[config.mk]
export PLATFORM = sky130hd
export DESIGN_NAME = led_frame_seq
export DESIGN_NICKNAME = d
export VERILOG_FILES = /design/src/rtl/led_pkg.sv /design/src/rtl/led_dwell_timer.sv /design/src/rtl/led_frame_seq.sv
export SDC_FILE = /design/constraint.sdc
export NUM_CORES = 1
export LEC_CHECK = 0
export CORE_ASPECT_RATIO = 2
export CORE_MARGIN = 2
export CORE_UTILIZATION = 40
export DETAILED_ROUTE_END_ITERATION = 10
export GPL_ROUTABILITY_DRIVEN = 0
export RECOVER_POWER = 25
export SLEW_MARGIN = 20
export SYNTH_ARGS = -nofsm -noshare
export SYNTH_HDL_FRONTEND = slang
export SYNTH_SLANG_ARGS = --single-unit
export TNS_END_PERCENT = 20
[constraint.sdc]
create_clock -name clk -period 3.7 [get_ports clk]
set_clock_uncertainty 0.05 [all_clocks]
set_input_delay 0.74 -clock clk [delete_from_list [all_inputs] [get_ports clk]]
set_output_delay 0.74 -clock clk [all_outputs]
set_load 0.01 [all_outputs]
[src/rtl/led_pkg.sv]
// Shared types and constants for the LED frame sequencer and the glyph/scan block.
package led_pkg;

  localparam int IDX_W = 8;
  localparam logic [IDX_W-1:0] IDLE_IDX_DEF = 8'd10;

  typedef enum logic [2:0] {
    ST_IDLE  = 3'd0,
    ST_RUN   = 3'd1,
    ST_HOLD  = 3'd2,
    ST_PAUSE = 3'd3,
    ST_DONE  = 3'd4
  } seq_state_e;

  typedef enum logic [1:0] {
    DWELL_X1   = 2'b00,
    DWELL_X2   = 2'b01,
    DWELL_X4   = 2'b10,
    DWELL_HALF = 2'b11
  } dwell_sel_e;

endpackage

[src/rtl/led_dwell_timer.sv]
// Per-frame dwell timer: scales the base dwell, counts up while enabled and
// holds at terminal count until the sequencer reloads or clears it.
module led_dwell_timer
  import led_pkg::*;
#(
  parameter int unsigned DWELL_CYCLES = 50_000_000,
  parameter int          CNT_W        = 32
) (
  input  logic       clk,
  input  logic       rst,
  input  logic       load,
  input  logic       clr,
  input  logic       run,
  input  logic [1:0] dwell_sel,
  output logic       tc
);

  localparam logic [63:0] BASE = 64'(DWELL_CYCLES);
  localparam logic [63:0] SAT  = (64'd1 << CNT_W) - 64'd1;

  logic [63:0]      scaled_wide;
  logic [CNT_W-1:0] scaled_next;
  logic [CNT_W-1:0] dwell_q;
  logic [CNT_W-1:0] cnt_q;

  // Computed wide so x2/x4 of a large base saturates instead of wrapping.
  always_comb begin
    scaled_wide = BASE;
    case (dwell_sel)
      DWELL_X2:   scaled_wide = BASE << 1;
      DWELL_X4:   scaled_wide = BASE << 2;
      DWELL_HALF: scaled_wide = BASE >> 1;
      default:    scaled_wide = BASE;
    endcase
    scaled_next = (scaled_wide > SAT) ? SAT[CNT_W-1:0] : scaled_wide[CNT_W-1:0];
  end

  assign tc = (cnt_q == (dwell_q - CNT_W'(1)));

  always_ff @(posedge clk or posedge rst) begin
    if (rst) begin
      cnt_q   <= '0;
      dwell_q <= '0;
    end else if (load) begin
      cnt_q   <= '0;
      dwell_q <= scaled_next;
    end else if (clr) begin
      cnt_q <= '0;
    end else if (run && !tc) begin
      cnt_q <= cnt_q + CNT_W'(1);
    end
  end

endmodule

[src/rtl/led_frame_seq.sv]
// Frame sequencer for the 8x8 LED matrix: steps a frame index through a
// programmed range, committing changes only on the scanner frame boundary.
//
//   state    | meaning
//   ---------+------------------------------------------------------------
//   ST_IDLE  | parked on IDLE_IDX, waiting for start
//   ST_RUN   | dwell timer counting for the current frame
//   ST_HOLD  | dwell expired, waiting for frame_sync to advance
//   ST_PAUSE | frozen; a pending step advances at the next frame_sync
//   ST_DONE  | non-loop sequence finished, holding end index
module led_frame_seq
  import led_pkg::*;
#(
  parameter int unsigned       DWELL_CYCLES = 50_000_000,
  parameter logic [IDX_W-1:0]  IDLE_IDX     = IDLE_IDX_DEF,
  parameter int                CNT_W        = 32
) (
  input  logic             clk,
  input  logic             rst,
  input  logic             start,
  input  logic             stop,
  input  logic             pause,
  input  logic             step,
  input  logic             loop_en,
  input  logic [IDX_W-1:0] start_idx,
  input  logic [IDX_W-1:0] end_idx,
  input  logic [1:0]       dwell_sel,
  input  logic             frame_sync,
  output logic [IDX_W-1:0] led_state,
  output logic             busy,
  output logic             done,
  output logic             err
);

  seq_state_e       state_q, state_d;
  seq_state_e       saved_q, saved_d;
  logic [IDX_W-1:0] led_q, led_d;
  logic [IDX_W-1:0] start_q, start_d;
  logic [IDX_W-1:0] end_q, end_d;
  logic             busy_q, busy_d;
  logic             done_q, done_d;
  logic             err_q, err_d;
  logic             step_pend_q, step_pend_d;
  logic             t_load, t_clr, t_run, tc;
  logic             at_end, fin;
  logic [IDX_W-1:0] adv_idx;

  led_dwell_timer #(
    .DWELL_CYCLES (DWELL_CYCLES),
    .CNT_W        (CNT_W)
  ) u_timer (
    .clk       (clk),
    .rst       (rst),
    .load      (t_load),
    .clr       (t_clr),
    .run       (t_run),
    .dwell_sel (dwell_sel),
    .tc        (tc)
  );

  assign at_end  = (led_q == end_q);
  assign fin     = at_end && !loop_en;
  assign adv_idx = at_end ? start_q : (led_q + 8'd1);

  always_comb begin
    state_d     = state_q;
    saved_d     = saved_q;
    led_d       = led_q;
    start_d     = start_q;
    end_d       = end_q;
    done_d      = 1'b0;
    err_d       = 1'b0;
    step_pend_d = step_pend_q;
    t_load      = 1'b0;
    t_clr       = 1'b0;
    t_run       = 1'b0;

    if (stop) begin
      state_d     = ST_IDLE;
      led_d       = IDLE_IDX;
      step_pend_d = 1'b0;
      t_clr       = 1'b1;
    end else begin
      case (state_q)
        ST_IDLE, ST_DONE: begin
          if (start) begin
            if (start_idx <= end_idx) begin
              state_d = ST_RUN;
              led_d   = start_idx;
              start_d = start_idx;
              end_d   = end_idx;
              t_load  = 1'b1;
            end else begin
              err_d = 1'b1;
            end
          end
        end
        ST_RUN: begin
          if (pause) begin
            state_d = ST_PAUSE;
            saved_d = ST_RUN;
          end else if (tc) begin
            state_d = ST_HOLD;
          end else begin
            t_run = 1'b1;
          end
        end
        ST_HOLD: begin
          if (pause) begin
            state_d = ST_PAUSE;
            saved_d = ST_HOLD;
          end else if (frame_sync) begin
            t_load = 1'b1;
            if (fin) begin
              state_d = ST_DONE;
              done_d  = 1'b1;
            end else begin
              state_d = ST_RUN;
              led_d   = adv_idx;
            end
          end
        end
        ST_PAUSE: begin
          if (!pause) begin
            state_d     = saved_q;
            step_pend_d = 1'b0;
          end else if (step_pend_q && frame_sync) begin
            // The stepped frame starts a fresh dwell once pause is released.
            t_load      = 1'b1;
            step_pend_d = 1'b0;
            saved_d     = ST_RUN;
            if (fin) begin
              state_d = ST_DONE;
              done_d  = 1'b1;
            end else begin
              led_d = adv_idx;
            end
          end else if (step) begin
            step_pend_d = 1'b1;
          end
        end
        default: state_d = ST_IDLE;
      endcase
    end

    busy_d = (state_d == ST_RUN) || (state_d == ST_HOLD) || (state_d == ST_PAUSE);
  end

  always_ff @(posedge clk or posedge rst) begin
    if (rst) begin
      state_q     <= ST_IDLE;
      saved_q     <= ST_IDLE;
      led_q       <= IDLE_IDX;
      start_q     <= '0;
      end_q       <= '0;
      busy_q      <= 1'b0;
      done_q      <= 1'b0;
      err_q       <= 1'b0;
      step_pend_q <= 1'b0;
    end else begin
      state_q     <= state_d;
      saved_q     <= saved_d;
      led_q       <= led_d;
      start_q     <= start_d;
      end_q       <= end_d;
      busy_q      <= busy_d;
      done_q      <= done_d;
      err_q       <= err_d;
      step_pend_q <= step_pend_d;
    end
  end

  assign led_state = led_q;
  assign busy      = busy_q;
  assign done      = done_q;
  assign err       = err_q;

endmodule

==> results of run 1 <==
[logic make-up after synthesis]
family          synth area share, %
compound gates                17.54
simple gates                  24.81
xor+xnor                      5.502
mux                           4.962
buf+inv                       4.888
flops                         37.88
fa+ha+maj                     4.422
[final cells by class]
type	count	area (um^2)	share of cell area, %
timing repair buffer	56	535.5	8.975
inverter	23	87.58	1.468
tap	150	187.7	3.145
sequential	77	1929	32.33
clock buffer	11	252.7	4.236
clock inverter	5	58.81	0.9855
multi-input combinational	454	2915	48.86
[routing by layer]
| metal | share of wire, % | GRT usage [%] | vias to the layer above |
|---|---|---|---|
| li1 | - | - | 2211 |
| met1 | 34 | 20.07 | 2307 |
| met2 | 57 | 45.05 | 147 |
| met3 | 3.1 | 3.588 | 56 |
| met4 | 5.9 | 13.78 | 0 |
| met5 | 0 | 0 | - |
[synthesized netlist by cell type (8+ instances only)]
cell type	count
nand2_1	48
a21oi_1	52
or3_1	19
ha_1	18
xnor2_1	12
and3_1	22
inv_1	23
nor3_1	9
nand3_1	26
nand4_1	8
o21ai_0	28
dfrtp_1	75
or4_1	13
xor2_1	20
clkbuf_1	24
nor4_1	8
o31ai_1	11
a211oi_1	9
nor2_1	48
mux2_2	18
[worst min path at each step]
stage | start | end | slack [ps] | cells after the start
after floorplan | start_q[0] | start_q[0] | 390 | 2
after global placement | start_q[0] | start_q[0] | 410 | 2
after detailed placement | saved_q[0] | saved_q[0] | 420 | 1
after CTS | saved_q[0] | saved_q[0] | 440 | 1
after global routing | saved_q[0] | saved_q[0] | 460 | 1
final | saved_q[0] | saved_q[0] | 440 | 1
[state kept, by name, summed over array words and instances, names as in the netlist]
register         count
saved_q              2
step_pend_q          1
state_q              3
busy                 1
u_timer.dwell_q     12
end_q                8
u_timer.cnt_q       32
done                 1
led_state            8
err                  1
start_q              8
[power breakdown]
part	internal (W)	total [W]	leakage (nW)	switching (W)
logic	0.000493	0.00107	1.33	0.000576
registers	0.00104	0.00130	0.991	0.000258
clock network	0.000559	0.000920	0.148	0.000361
[metrics by stage]
stage / cell area, um^2 / cells / TNS (ps) / util [%]
5_1_grt: 5967 / 776 / 0 / 47.80
4_1_cts: 5967 / 776 / 0 / 47.80
6_report: 5967 / 776 / 0 / 47.80
2_1_floorplan: 5094 / 587 / 0 / -
3_5_place_dp: 5655 / 760 / -3.801 / 45.31
3_3_place_gp: 5655 / 760 / 0 / 45.31
==> reports/results.tsv, run 1 <==
stage	metric	value	unit
cts	post_cts_hold_buffer_count	0	
min_path	min-delay-path-class	reg -> reg	
sta	rsz0062_at_grt	false	
sta	fin_ws	309.0	ps
cts	cts.reportedPaths.clkPinSlew	60	ps
power	p_per_area	551.2	nW/um^2
critical_path	critPathMaxFanout	31	
synthesis	synth_seq_area_share	37.88	%
routing	drt_wl_total	14840	um
critical_path	reg2reg_from	u_timer.dwell_q[7]	
layout	layout.nets	665	
critical_path	endpoint_kind	flop	
synthesis	synthesis.instances	587	
critical_path	criticalPathCategory	reg -> reg	
cts	cts_sinks	77	
floorplan	placementRows	58	
sta	final_report_setup_violation_count	0	
synthesis	ys_ff_latch	77	
critical_path	cp_slowest_cell	or4b_4	
routing	drt.antenna.violating_nets	0	
synthesis	post_synthesis_area_per_instance	8.677	um^2
critical_path	critical_path.top_delay_family	simple AND/OR/NAND/NOR gates	
layout	insertedDiodeCount	0	
synthesis	mappedNetlistArea	5094	um^2
power	design_power_total	0.003289	W
floorplan	io_pins	37	
synthesis	netlist-cell-type-count	57	
floorplan	initial_core_util	40.81	%
cts	max-clock-path-buffers	2	
critical_path	critical_path_depth	11	
critical_path	reg2reg_depth	11	
sta	worst_slew_margin_rel	-47.05	%
routing	drt-wirelength-per-cell	19.12	um
layout	area_growth_syn_to_layout	17.15	%
critical_path	cp_num_buf_inv	2	
critical_path	crit_chain	inv_1 > ha_1 > or4b_4 > nor3_2 > and3_1 > a21oi_1 > nor4_1 > and4b_2 > buf_12 > o31ai_1 > a21oi_1	
critical_path	r2r_slack	310	ps
synthesis	synth_async_sr_flop_share	100.0	%
cts	ctsRootBufferMaster	clkbuf_16	
placement	port-buffer-count	36	
critical_path	critical_path.most_common_cell	a21oi_1	
synthesis	synth_enable_flop_cells	0	
power	ir_drop	442.7	uV
sta	transition_at_the_pin_with_the_smallest_max_transition_slack	2194	ps
synthesis	netlist_top_cells_area	dfrtp_1, a21oi_1, ha_1, mux2_2, nand2_1	
critical_path	cp_data_required_time	3910	ps
routing	viasPerCell	6.084	
global_route	grt_util_all_layers	22.42	%
global_route	globalRoute.totalOverflow	0	
critical_path	timing.critical_path.from	u_timer.dwell_q[7]	
global_route	grt_max_degree	46	
layout	post_route_cells_drive_above_1_share	10.86	%
critical_path	slowest_delay	510	ps
layout	fillers	1254	
routing	detail_route.iter0.violations	243	
placement	place_hpwl	11490	um
layout	final_cell_mix	dfrtp_1, a21oi_1, nor2_1, nand2_1, clkdlybuf4s50_1	
sta	final.min_clock_period	3391	ps
sta	maxSlewViolCount	45	
sta	post-route-period-util	91.65	%
routing	drt_pass1_iterations	5	
critical_path	setup.worst_path.start_class	flop	
synthesis	mappedNetlistNets	631	
sta	number_of_hold_violations_in_the_final_report	0	
global_route	initial_antenna_violation_count	0	
power	cellLeakagePower	2.465	nW
sta	maximum_clock_frequency	294.9	MHz
cts	h-tree-depth	3	
synthesis	synth_largest_area_cell	dfrtp_1	
floorplan	die_h	163.6	um
flow_run	maxCapViolCount	1	
global_route	first_global_vias	4895	
cts	cts_repair_resize_count	0	
cts	clock_insertion_delay_worst_skew	340	ps
synthesis	synth_warnings	0	
cts	tritoncts	yes	
placement	dp_slack	-3.801	ps
floorplan	die_area	13710	um^2
routing	via_count	4721	
synthesis	synthFlopType	dfrtp_1	
status	violations_in_the_final_reports	max-capacitance violations, max-slew violations	
sta	timing.hold.ws	438.1	ps
cts	cts-buffers-inserted	9	
layout	most_common_cell_after_layout_fill_and_taps_aside	dfrtp_1	
cts	cts_post_setup_buffers_inserted	0	
floorplan	fp.coreArea	12480	um^2
critical_path	cp.arrival	3600	ps
routing	drcViolationCount	0	
status	run_status	complete, but fails checks	
floorplan	floorplan.die.width	83.80	um
global_route	wire_length_of_the_first_global_routing_pass	23890	um
critical_path	endpoint	u_timer.cnt_q[8]	
synthesis	synth_largest_type_area_fraction	36.85	%
critical_path	worstReg2RegEnd	u_timer.cnt_q[8]	
Note: power is estimated with default switching activity, not from simulation.
==> run 2: changes to the inputs <==
Settings changed: TNS_END_PERCENT 20 to 100.
==> results of run 2 <==
No change in the layout: final DEF, timing and power equal those of run 1.
==> run 3: changes to the inputs <==
Settings changed: CORE_UTILIZATION 40 to 60, MAX_ROUTING_LAYER set to met4, PLACE_DENSITY set to 0.81.
==> run 3 against run 2 <==
  * The run now ends clean
  * Clock power shrank 6.0%
  * First-iteration DRC count is 140% higher
  * Register-to-register slack worse by 40 ps
  * Combinational power hardly changed
  * Die area down 32%
  * Count of clock-buffer cells in the layout grew 2
  * Critical endpoint is now u_timer.cnt_q[4]
  * Total power down 1.9%
  * Core utilization up 23 points
  * Critical path depth did not move
  * Cell area decreased by 1.9%
==> reports/results.tsv, run 3 (synthesized netlist as in run 1, its figures left out) <==
stage	metric	value	unit	change
floorplan	io_pins	37		unchanged
layout	post_route_cells_drive_above_1_share	9.486	%	-1.4 points
sta	maximum_clock_frequency	291.7	MHz	-1.1%
critical_path	crit_chain	inv_1 > ha_1 > or4b_4 > or3_1 > or3_1 > a22oi_1 > o2111a_1 > and4b_2 > buf_12 > nor2_2 > a31o_1		
power	sw_frac_of_total	36.32	%	about the same
cts	post_cts_hold_buffer_count	0		unchanged
floorplan	die_area	9287	um^2	-32%
layout	insertedDiodeCount	0		unchanged
sta	post-route-period-util	92.64	%	+0.99 points
layout	final_cell_mix	dfrtp_1, a21oi_1, nor2_1, nand2_1, clkdlybuf4s50_1		
cts	cts_post_setup_buffers_inserted	0		unchanged
routing	via_count	4756		+0.74%
critical_path	endpoint_kind	flop		
global_route	grt_max_degree	51		+11%
layout	most_common_cell_after_layout_fill_and_taps_aside	dfrtp_1		
routing	drt.antenna.violating_nets	0		unchanged
layout	largest_register_ff_count	32		unchanged
power	power.share.clock	26.8	%	-1.2 points
critical_path	critical_path.most_common_cell	or3_1		
routing	viasPerCell	6.606		+8.6%
power	cellLeakagePower	2.438	nW	-1.1%
global_route	grt_util_all_layers	32.55	%	+10 points
cts	cts.reportedPaths.clkPinSlew	60	ps	about the same
flow_run	maxCapViolCount	0		-1
global_route	wire_length_of_the_first_global_routing_pass	23270	um	-2.6%
cts	ctsRootBufferMaster	clkbuf_16		
layout	max_flop_register	u_timer.cnt_q		
layout	fillers	665		-47%
layout	layout.nets	661		-0.60%
critical_path	critPathMaxFanout	20		-35%
layout	fin_util	71.12	%	+23 points
cts	cts_repair_resize_count	0		unchanged
critical_path	cp_slowest_cell	or4b_4		
global_route	initial_antenna_violation_count	0		unchanged
global_route	first_global_vias	4854		-0.84%
placement	port-buffer-count	36		unchanged
cts	max-clock-path-buffers	2		unchanged
power	p_per_area	550.9	nW/um^2	about the same
sta	timing.setup.tns	0	ps	unchanged
sta	final_report_setup_violation_count	0		unchanged
routing	drt-wirelength-per-cell	19.88	um	+4.0%
critical_path	cp.arrival	3600	ps	about the same
floorplan	fp.coreArea	8233	um^2	-34%
critical_path	setup.worst_path.start_class	flop		
power	net-switching-power	0.001172	W	-2.0%
global_route	globalRoute.totalOverflow	0		unchanged
critical_path	r2r_slack	270	ps	-40 ps
layout	area_growth_syn_to_layout	14.96	%	
sta	number_of_hold_violations_in_the_final_report	0		unchanged
min_path	min-delay-path-class	reg -> reg		
cts	cts_sinks	77		unchanged
status	run_status	complete, no violations		
sta	transition_at_the_pin_with_the_smallest_max_transition_slack	1284	ps	-910.1 ps
layout	reg.largest.list	u_timer.cnt_q (32), u_timer.dwell_q (12)		
floorplan	placementRows	47		-19%
sta	final.min_clock_period	3428	ps	+36.58 ps
critical_path	slowest_delay	500	ps	about the same
sta	maxSlewViolCount	0		-100%
floorplan	initial_core_util	61.87	%	+21 points
power	ir_drop	485.6	uV	+9.7%
power	p_int	0.002054	W	-1.9%
routing	detail_route.iter0.violations	578		+140%
cts	cts-buffers-inserted	9		unchanged
sta	worst_slew_margin_rel	14.43	%	+61 points
floorplan	floorplan.die.width	69.15	um	-17%
routing	drcViolationCount	0		unchanged
sta	rsz0062_at_grt	false		
cts	clock_insertion_delay_worst_skew	340	ps	about the same
floorplan	die_h	134.3	um	-18%
routing	drt_pass1_iterations	5		unchanged
power	p_seq_share	40.5	%	+1.0 points
cts	h-tree-depth	3		unchanged
placement	place_hpwl	10620	um	-7.6%
critical_path	criticalPathCategory	reg -> reg		
cts	tritoncts	yes		
power	combinationalPowerShare	32.7	%	+0.2 points
critical_path	cp_data_required_time	3870	ps	-40 ps
routing	drt_wl_total	14320	um	-3.5%
==> run 3: worst paths after layout <==
| kind | startpoint | to | depth (start not counted) |
|---|---|---|---|
| max | u_timer.dwell_q[11] | u_timer.cnt_q[4] | 11 |
| min | saved_q[0] | saved_q[0] | 1 |
| max reg2reg | u_timer.dwell_q[11] | u_timer.cnt_q[4] | 11 |
| min reg2reg | saved_q[0] | saved_q[0] | 1 |
| max in group asynchronous | rst | u_timer.cnt_q[28] | 3 |
| min in group asynchronous | rst | done | 2 |
==> run 3: worst max-delay path: cells and delay by family, from the launching register on <==
kind	cells	cell delay [ps]
AND/OR/NAND/NOR	5	1630
AO/OA/AOI/OAI	3	640
flip-flops	1	480
buffers and inverters	2	320
adder cells (fa/ha/maj)	1	200
==> run 3: power groups by stage <==
stage                     Sequential (W)  Combinational, W  Clock, W
after floorplan                  0.00120          0.000800         0
after global placement           0.00130           0.00101         0
after detailed placement         0.00131           0.00105         0
after CTS                        0.00130           0.00105  0.000881
after global routing             0.00133           0.00117  0.000917
final                            0.00131           0.00105  0.000865
==> run 3: layer usage <==
metal	vias up	share of wire [%]	GRT usage (%)
li1	2208	-	-
met1	2291	33	31.84
met2	191	56	59.13
met3	66	4.4	4.207
met4	0	6.5	21.02
met5	-	0	-
==> run 3: final cells by class <==
class                           instances  area (um^2)  area share (%)
Clock buffer                           13        240.2           4.103
Tap cell                               98        122.6           2.094
Sequential cell                        77         1929           32.95
Timing Repair Buffer                   52        515.5           8.803
Clock inverter                          3        46.29          0.7906
Multi-Input combinational cell        454         2915           49.79
Inverter                               23        86.33           1.474
==> run 3: through the flow <==
step | total power [W] | hold slack (ps) | instance area (um^2) | setup slack, ps | instances
2_1_floorplan | 0.002002 | 392.5 | 5094 | 468.0 | 587
3_3_place_gp | 0.002306 | 404.6 | 5584 | 148.2 | 704
3_5_place_dp | 0.002355 | 423.6 | 5584 | 59.04 | 704
4_1_cts | 0.003231 | 439.1 | 5871 | 290.1 | 720
5_1_grt | 0.003411 | 456.9 | 5856 | 100.9 | 720
6_report | 0.003226 | 440.6 | 5856 | 272.4 | 720
